### src/rtl/arb_pkg.sv
// Shared types for the two-port memory arbiter.
// Holds the requester/memory request and response structs, the arbiter
// state encoding and the default bus widths the structs are sized with.
package arb_pkg;

    localparam int ARB_ADDR_W = 32;
    localparam int ARB_DATA_W = 32;
    localparam int ARB_STRB_W = ARB_DATA_W / 8;

    // Requester -> arbiter request.
    typedef struct packed {
        logic                  valid;
        logic                  we;
        logic [ARB_ADDR_W-1:0] addr;
        logic [ARB_DATA_W-1:0] wdata;
        logic [ARB_STRB_W-1:0] strb;
    } arb_req_s;

    // Arbiter -> requester response.
    typedef struct packed {
        logic                  ready;
        logic                  rvalid;
        logic                  err;
        logic [ARB_DATA_W-1:0] rdata;
    } arb_rsp_s;

    // Arbiter -> memory request.
    typedef struct packed {
        logic                  valid;
        logic                  we;
        logic [ARB_ADDR_W-1:0] addr;
        logic [ARB_DATA_W-1:0] wdata;
        logic [ARB_STRB_W-1:0] strb;
    } arb_mem_req_s;

    // Memory -> arbiter response.
    typedef struct packed {
        logic                  gnt;
        logic                  rvalid;
        logic [ARB_DATA_W-1:0] rdata;
    } arb_mem_rsp_s;

    typedef enum logic [1:0] {
        ST_IDLE     = 2'd0,
        ST_ISSUE    = 2'd1,
        ST_WAIT_RSP = 2'd2
    } arb_state_e;

endpackage

### src/rtl/rr_arbiter2.sv
// Two-requester round-robin winner selection.
// Ports:
//   valid_i      - request valids, bit n = port n
//   last_grant_i - port id that won the previous arbitration
//   grant_o      - one-hot winner (all-zero when nobody requests)
module rr_arbiter2 (
    input  logic [1:0] valid_i,
    input  logic       last_grant_i,
    output logic [1:0] grant_o
);

    // Lone requester wins outright; on a tie the port not granted last wins.
    always_comb begin
        grant_o = 2'b00;
        case (valid_i)
            2'b01:   grant_o = 2'b01;
            2'b10:   grant_o = 2'b10;
            2'b11:   grant_o = last_grant_i ? 2'b01 : 2'b10;
            default: grant_o = 2'b00;
        endcase
    end

endmodule

### src/rtl/mem_arbiter.sv
// Two-port memory arbiter (port 0 = fetch, port 1 = LSU) with a single
// outstanding transaction, round-robin tie-breaking, a transaction timeout
// and a sticky protocol-error flag.
// Ports:
//   clk_i, rst_ni - clock, asynchronous active-low reset
//   req_i[0:1]    - requester requests {valid, we, addr, wdata, strb}
//   rsp_o[0:1]    - requester responses {ready, rvalid, err, rdata}
//   mem_req_o     - memory request {valid, we, addr, wdata, strb}
//   mem_rsp_i     - memory response {gnt, rvalid, rdata}
//   err_o         - sticky error: stray gnt/rvalid or timeout
module mem_arbiter
    import arb_pkg::*;
#(
    parameter int ADDR_WIDTH = 32,
    parameter int DATA_WIDTH = 32,
    parameter int TIMEOUT    = 64
) (
    input  logic         clk_i,
    input  logic         rst_ni,
    input  arb_req_s     req_i [0:1],
    output arb_rsp_s     rsp_o [0:1],
    output arb_mem_req_s mem_req_o,
    input  arb_mem_rsp_s mem_rsp_i,
    output logic         err_o
);

    localparam int STRB_WIDTH = DATA_WIDTH / 8;
    localparam int CNT_W      = (TIMEOUT > 2) ? $clog2(TIMEOUT) : 1;

    arb_state_e              r_state;
    arb_state_e              w_state_nxt;
    logic                    r_owner;
    logic                    r_last_grant;
    logic                    r_we;
    logic [ADDR_WIDTH-1:0]   r_addr;
    logic [DATA_WIDTH-1:0]   r_wdata;
    logic [STRB_WIDTH-1:0]   r_strb;
    logic [CNT_W-1:0]        r_cnt;
    logic                    r_err;

    logic [1:0]              w_valid;
    logic [1:0]              w_grant;
    logic                    w_idle;
    logic                    w_busy;
    logic                    w_hs;
    logic                    w_cnt_max;
    logic                    w_proto_err;
    logic                    w_tmo_fire;
    logic                    w_rsp_valid;
    logic                    w_rsp_err;
    logic [DATA_WIDTH-1:0]   w_rsp_rdata;
    arb_req_s                w_win_req;

    assign w_valid   = {req_i[1].valid, req_i[0].valid};
    assign w_idle    = (r_state == ST_IDLE);
    assign w_busy    = (r_state == ST_ISSUE) || (r_state == ST_WAIT_RSP);
    // The arbiter only grants valid ports, so a grant in IDLE is the handshake.
    assign w_hs      = w_idle && (w_grant != 2'b00);
    assign w_win_req = w_grant[1] ? req_i[1] : req_i[0];
    assign w_cnt_max = w_busy && (r_cnt == CNT_W'(TIMEOUT - 1));
    assign w_proto_err = (mem_rsp_i.rvalid && (r_state != ST_WAIT_RSP)) ||
                         (mem_rsp_i.gnt    && (r_state != ST_ISSUE));
    assign err_o     = r_err;

    rr_arbiter2 u_rr_arbiter2 (
        .valid_i      (w_valid),
        .last_grant_i (r_last_grant),
        .grant_o      (w_grant)
    );

    // Next state and the response that completes the current transaction.
    always_comb begin
        w_state_nxt = r_state;
        w_rsp_valid = 1'b0;
        w_rsp_err   = 1'b0;
        w_rsp_rdata = '0;
        w_tmo_fire  = 1'b0;
        case (r_state)
            ST_IDLE: begin
                if (w_hs) begin
                    w_state_nxt = ST_ISSUE;
                end else begin
                    w_state_nxt = ST_IDLE;
                end
            end
            ST_ISSUE: begin
                if (w_cnt_max) begin
                    w_state_nxt = ST_IDLE;
                    w_rsp_valid = 1'b1;
                    w_rsp_err   = 1'b1;
                    w_tmo_fire  = 1'b1;
                end else if (mem_rsp_i.gnt) begin
                    w_state_nxt = ST_WAIT_RSP;
                end else begin
                    w_state_nxt = ST_ISSUE;
                end
            end
            ST_WAIT_RSP: begin
                // A real response beats a timeout landing in the same cycle.
                if (mem_rsp_i.rvalid) begin
                    w_state_nxt = ST_IDLE;
                    w_rsp_valid = 1'b1;
                    w_rsp_rdata = r_we ? '0 : mem_rsp_i.rdata;
                end else if (w_cnt_max) begin
                    w_state_nxt = ST_IDLE;
                    w_rsp_valid = 1'b1;
                    w_rsp_err   = 1'b1;
                    w_tmo_fire  = 1'b1;
                end else begin
                    w_state_nxt = ST_WAIT_RSP;
                end
            end
            default: begin
                w_state_nxt = ST_IDLE;
            end
        endcase
    end

    // Per-port responses: ready to the IDLE winner, completion to the owner only.
    for (genvar p = 0; p < 2; p++) begin : g_rsp
        always_comb begin
            rsp_o[p].ready = w_idle && w_grant[p];
            if (w_rsp_valid && (r_owner == 1'(p))) begin
                rsp_o[p].rvalid = 1'b1;
                rsp_o[p].err    = w_rsp_err;
                rsp_o[p].rdata  = w_rsp_rdata;
            end else begin
                rsp_o[p].rvalid = 1'b0;
                rsp_o[p].err    = 1'b0;
                rsp_o[p].rdata  = '0;
            end
        end
    end

    // Memory request driven from the captured fields only while issuing.
    always_comb begin
        if (r_state == ST_ISSUE) begin
            mem_req_o.valid = 1'b1;
            mem_req_o.we    = r_we;
            mem_req_o.addr  = r_addr;
            mem_req_o.wdata = r_wdata;
            mem_req_o.strb  = r_strb;
        end else begin
            mem_req_o = '0;
        end
    end

    // State register.
    always_ff @(posedge clk_i or negedge rst_ni) begin
        if (!rst_ni) begin
            r_state <= ST_IDLE;
        end else begin
            r_state <= w_state_nxt;
        end
    end

    // Capture the winning request and remember who won for round-robin.
    always_ff @(posedge clk_i or negedge rst_ni) begin
        if (!rst_ni) begin
            r_owner      <= 1'b0;
            r_last_grant <= 1'b1;
            r_we         <= 1'b0;
            r_addr       <= '0;
            r_wdata      <= '0;
            r_strb       <= '0;
        end else if (w_hs) begin
            r_owner      <= w_grant[1];
            r_last_grant <= w_grant[1];
            r_we         <= w_win_req.we;
            r_addr       <= w_win_req.addr;
            r_wdata      <= w_win_req.wdata;
            r_strb       <= w_win_req.strb;
        end
    end

    // Timeout counter: cleared on handshake, counts while a transaction is open.
    always_ff @(posedge clk_i or negedge rst_ni) begin
        if (!rst_ni) begin
            r_cnt <= '0;
        end else if (w_hs) begin
            r_cnt <= '0;
        end else if (w_busy) begin
            r_cnt <= r_cnt + CNT_W'(1);
        end
    end

    // Sticky error flag; only reset clears it.
    always_ff @(posedge clk_i or negedge rst_ni) begin
        if (!rst_ni) begin
            r_err <= 1'b0;
        end else if (w_proto_err || w_tmo_fire) begin
            r_err <= 1'b1;
        end
    end

endmodule

### config.mk
export PLATFORM = sky130hd
export DESIGN_NAME = mem_arbiter
export DESIGN_NICKNAME = d
export VERILOG_FILES = /design/src/rtl/arb_pkg.sv /design/src/rtl/rr_arbiter2.sv /design/src/rtl/mem_arbiter.sv
export SDC_FILE = /design/constraint.sdc
export NUM_CORES = 1
export LEC_CHECK = 0
export CAP_MARGIN = 5
export CORE_MARGIN = 3
export CORE_UTILIZATION = 30
export DETAILED_ROUTE_END_ITERATION = 8
export GPL_ROUTABILITY_DRIVEN = 0
export HOLD_SLACK_MARGIN = 0.08
export PLACE_DENSITY_LB_ADDON = 0.05
export SLEW_MARGIN = 10
export SYNTH_ARGS = -nofsm -noshare
export SYNTH_HDL_FRONTEND = slang
export SYNTH_HIERARCHICAL = 1
export SYNTH_SLANG_ARGS = --single-unit
### constraint.sdc
create_clock -name clk_i -period 1.9 [get_ports clk_i]
set_input_delay 0.285 -clock clk_i [delete_from_list [all_inputs] [get_ports clk_i]]
set_output_delay 0.285 -clock clk_i [all_outputs]
set_load 0.05 [all_outputs]
==> results.md <==
- Core Footprint: 0.0153 mm²
- Register area share after synthesis: 0.424
- Worst setup margin: -402 ps
- Ys flop type: dfrtp_1
- Area Overhead vs Synth: 133%
- Syn avg cell area: roughly 9.1 µm²
- CTS clk-pin slew, worst paths: 60 ps
- Worst VDD drop: just over 0.7 mV
- Clock Sinks: 80
- Worst Setup End Kind: primary output
- Setup crit start kind: register
- Number of H-tree levels: 3
- Status: finished with violations
- RSZ-0062 raised after global routing: yes
- Diodes inserted: 0
- Mapped cell area: between 0.004 and 0.005 mm²
- Fillers: 1088
- CTS tree: done
- Number of global-route vias before repair: 5052
- Clock latency on the worst-skew pair: 340 ps
- Top cell type's share of synthesized area: 0.418
- Height of the die: 132 µm
- Max frequency: 0.434 GHz
- EDFF count, synth: 0
- First-pass GRT wire length: 29900 µm
- Post-Route WL: 19400 µm
- #FFs+latches synth: 80
- CTS buffer count: 9
- Required time of the critical path: 1620 ps
- Antenna violations before repair: 0
- Min cycle time layout: 2300 ps
- Post-synthesis cell type count: 36
- Area taken by multi-input logic gates: approximately 0.0030 mm²
- Setup clock skew after layout: 5.60 ps
- Row cnt: 45
- Final Hold Viols: 0
- GRT Total Usage: 0.217
- Initial DRC Count: 111
- Dpl cell area: 0.00993 mm²
- Aggregate global routing overflow: 0
- Failing checks: setup timing
- Dpl hpwl: 14100 µm
- Leakage: 0.00481 µW
- FF+latch area: about 0.0020 mm²
- Die width: ~130 µm
- Async set-reset flop share out of synthesis: 1.00
- Placed Instances: a little over 1000
- Die ar.: ~0.017 mm²
- Largest net degree at the start of global routing: 71
- Slew headroom: 0.646
- Non-filler instance count after layout: 1081
- Nets: ~1000
- Maxcap violations: 0
- Worst Tran Pin Value: 530 ps
- Cell taking the most area after synthesis: dfrtp_1
- Ys Warns: 6
- Vias: 4940
- Setup TNS: -39400 ps
- Critical-path maximum fanout: 8
- PD cells: about 1400 mW/mm²
- Drt via density: about 4.6
- Antenna viol nets, final: 0
- Net Count, Synth: 698
- Ports: around 320
- Post-route DRC: 0
- Class of the worst hold path: input port to asynchronous set/reset pin
- Instance count of the mapped netlist: between 500 and 600
- Share of cells above drive strength 1: 0.423
- Port Buffers: 316
- CTS max path bufs: 2
- CP Class: register to primary output
- Pins over their slew limit: 0
- WP data arrival: 2020 ps
- Fin crit share: 1.21
- Largest cells by area after synthesis: dfrtp_1, and2_1, mux2i_1
- Final setup vio count: approximately 140
- DR WL/cell: 17.9 µm
- Drt pass-1 iters: 4
- Starting density of the core: 0.309
- Root Driver: clkbuf_16
- Post-layout instance area: 0.0110 mm²
==> sequential cells by signal, summed over array words and instances, names as in the netlist <==
register      count
r_addr           32
r_wdata          32
r_cnt             6
r_strb            4
r_state           2
err_o             1
r_last_grant      1
r_owner           1
r_we              1
==> routing by layer <==
layer | part of all wire | vias up | global-route usage
li1 | - | 2413 | -
met1 | 0.39 | 2317 | 0.251
met2 | 0.53 | 195 | 0.389
met3 | 0.067 | 15 | 0.0624
met4 | 0.015 | 0 | 0.0613
met5 | 0 | - | 0
==> power by group <==
part	switching, µW	internal, µW	leakage [µW]
logic	5250	5530	0.00367
registers	470	2520	0.000988
clock network	672	1090	0.000150
==> cell families after synthesis <==
group           after synthesis  synth area share
compound gates               86            0.0996
mux                          70             0.148
flops                        80             0.424
simple gates                228             0.260
fa+ha+maj                     5            0.0132
xor+xnor                      4           0.00741
buf+inv                      44            0.0474
==> synth_stat cells (2+ instances only) <==
library cell	n
nand4_1	2
a21oi_1	5
clkbuf_1	10
inv_1	6
nand2_1	75
and2_1	134
a21o_1	2
o21ai_0	60
nor3_2	2
buf_2	14
mux2i_1	70
xor2_1	3
dfrtp_1	79
clkbuf_2	9
nand3_1	3
buf_4	2
buf_6	3
ha_1	5
nor2_1	7
o21ai_1	10
==> stage by stage <==
step / hold slack, ps / utilization / total power, µW / worst slack [ps]
global route: 456 / 0.720 / 16300 / -447
detailed placement: 199 / 0.648 / 11700 / -102
floorplan: -10.6 / - / 7530 / -195
finish: 418 / 0.720 / 15500 / -402
global placement: 200 / 0.648 / 11500 / -39.3
CTS: 425 / 0.708 / 15000 / -319
==> critical path: stages, from the launching register on <==
cell and delay [ps]:
dfrtp_1 400, inv_2 80, ha_4 300, buf_12 110
nand2_4 50, nor3_4 150, buf_6 150, buf_8 140
and2_4 160, buf_12 130
==> final timing paths <==
kind                       cells after the start                   start  slack, ps                  endpoint
setup / recovery                               9    r_state[0]$_DFF_PN0_       -400                  rsp_o[5]
hold / removal                                 2                  rst_ni        420   r_wdata[12]$_DFFE_PN0P_
setup reg to reg                              10    r_state[1]$_DFF_PN0_        110      r_state[0]$_DFF_PN0_
hold reg to reg                                2  r_addr[19]$_DFFE_PN0P_        480    r_addr[19]$_DFFE_PN0P_
max in group asynchronous                      3                  rst_ni        860  r_last_grant$_DFFE_PN1P_
min in group clk_i                             2  r_addr[19]$_DFFE_PN0P_        480    r_addr[19]$_DFFE_PN0P_
==> cells in the final DEF, fill, tap and decap left out, types with 3 or more instances in the layout <==
cell               n
clkbuf_16         15
buf_4             21
nand2_1           72
a21oi_1            3
inv_1              4
nor2_1             5
buf_8              4
buf_12           157
o21ai_1           10
ha_4               3
o21ai_0           60
nand2_4            3
clkdlybuf4s50_1  175
xor2_1             3
buf_6              7
buf_16             4
dfrtp_1           79
and2_4           133
mux2i_1           70
==> what timing repair did <==
item,4_1_cts,5_1_grt
setup buffers,13,9
resized for setup,122,42
hold buffers,1,0
hold endpoints to repair,20,0
setup endpoints to repair,138,139
pin swaps,15,36
cloned,8,7
==> layout make-up <==
class,count,share of cell area
Clock buffer,13,0.0236
Clock inverter,3,0.00363
Inverter,6,0.00204
Multi-Input combinational cell,393,0.270
Sequential cell,80,0.182
Tap cell,211,0.0239
Timing Repair Buffer,375,0.495
No activity file was read; power rests on OpenSTA's default activity.
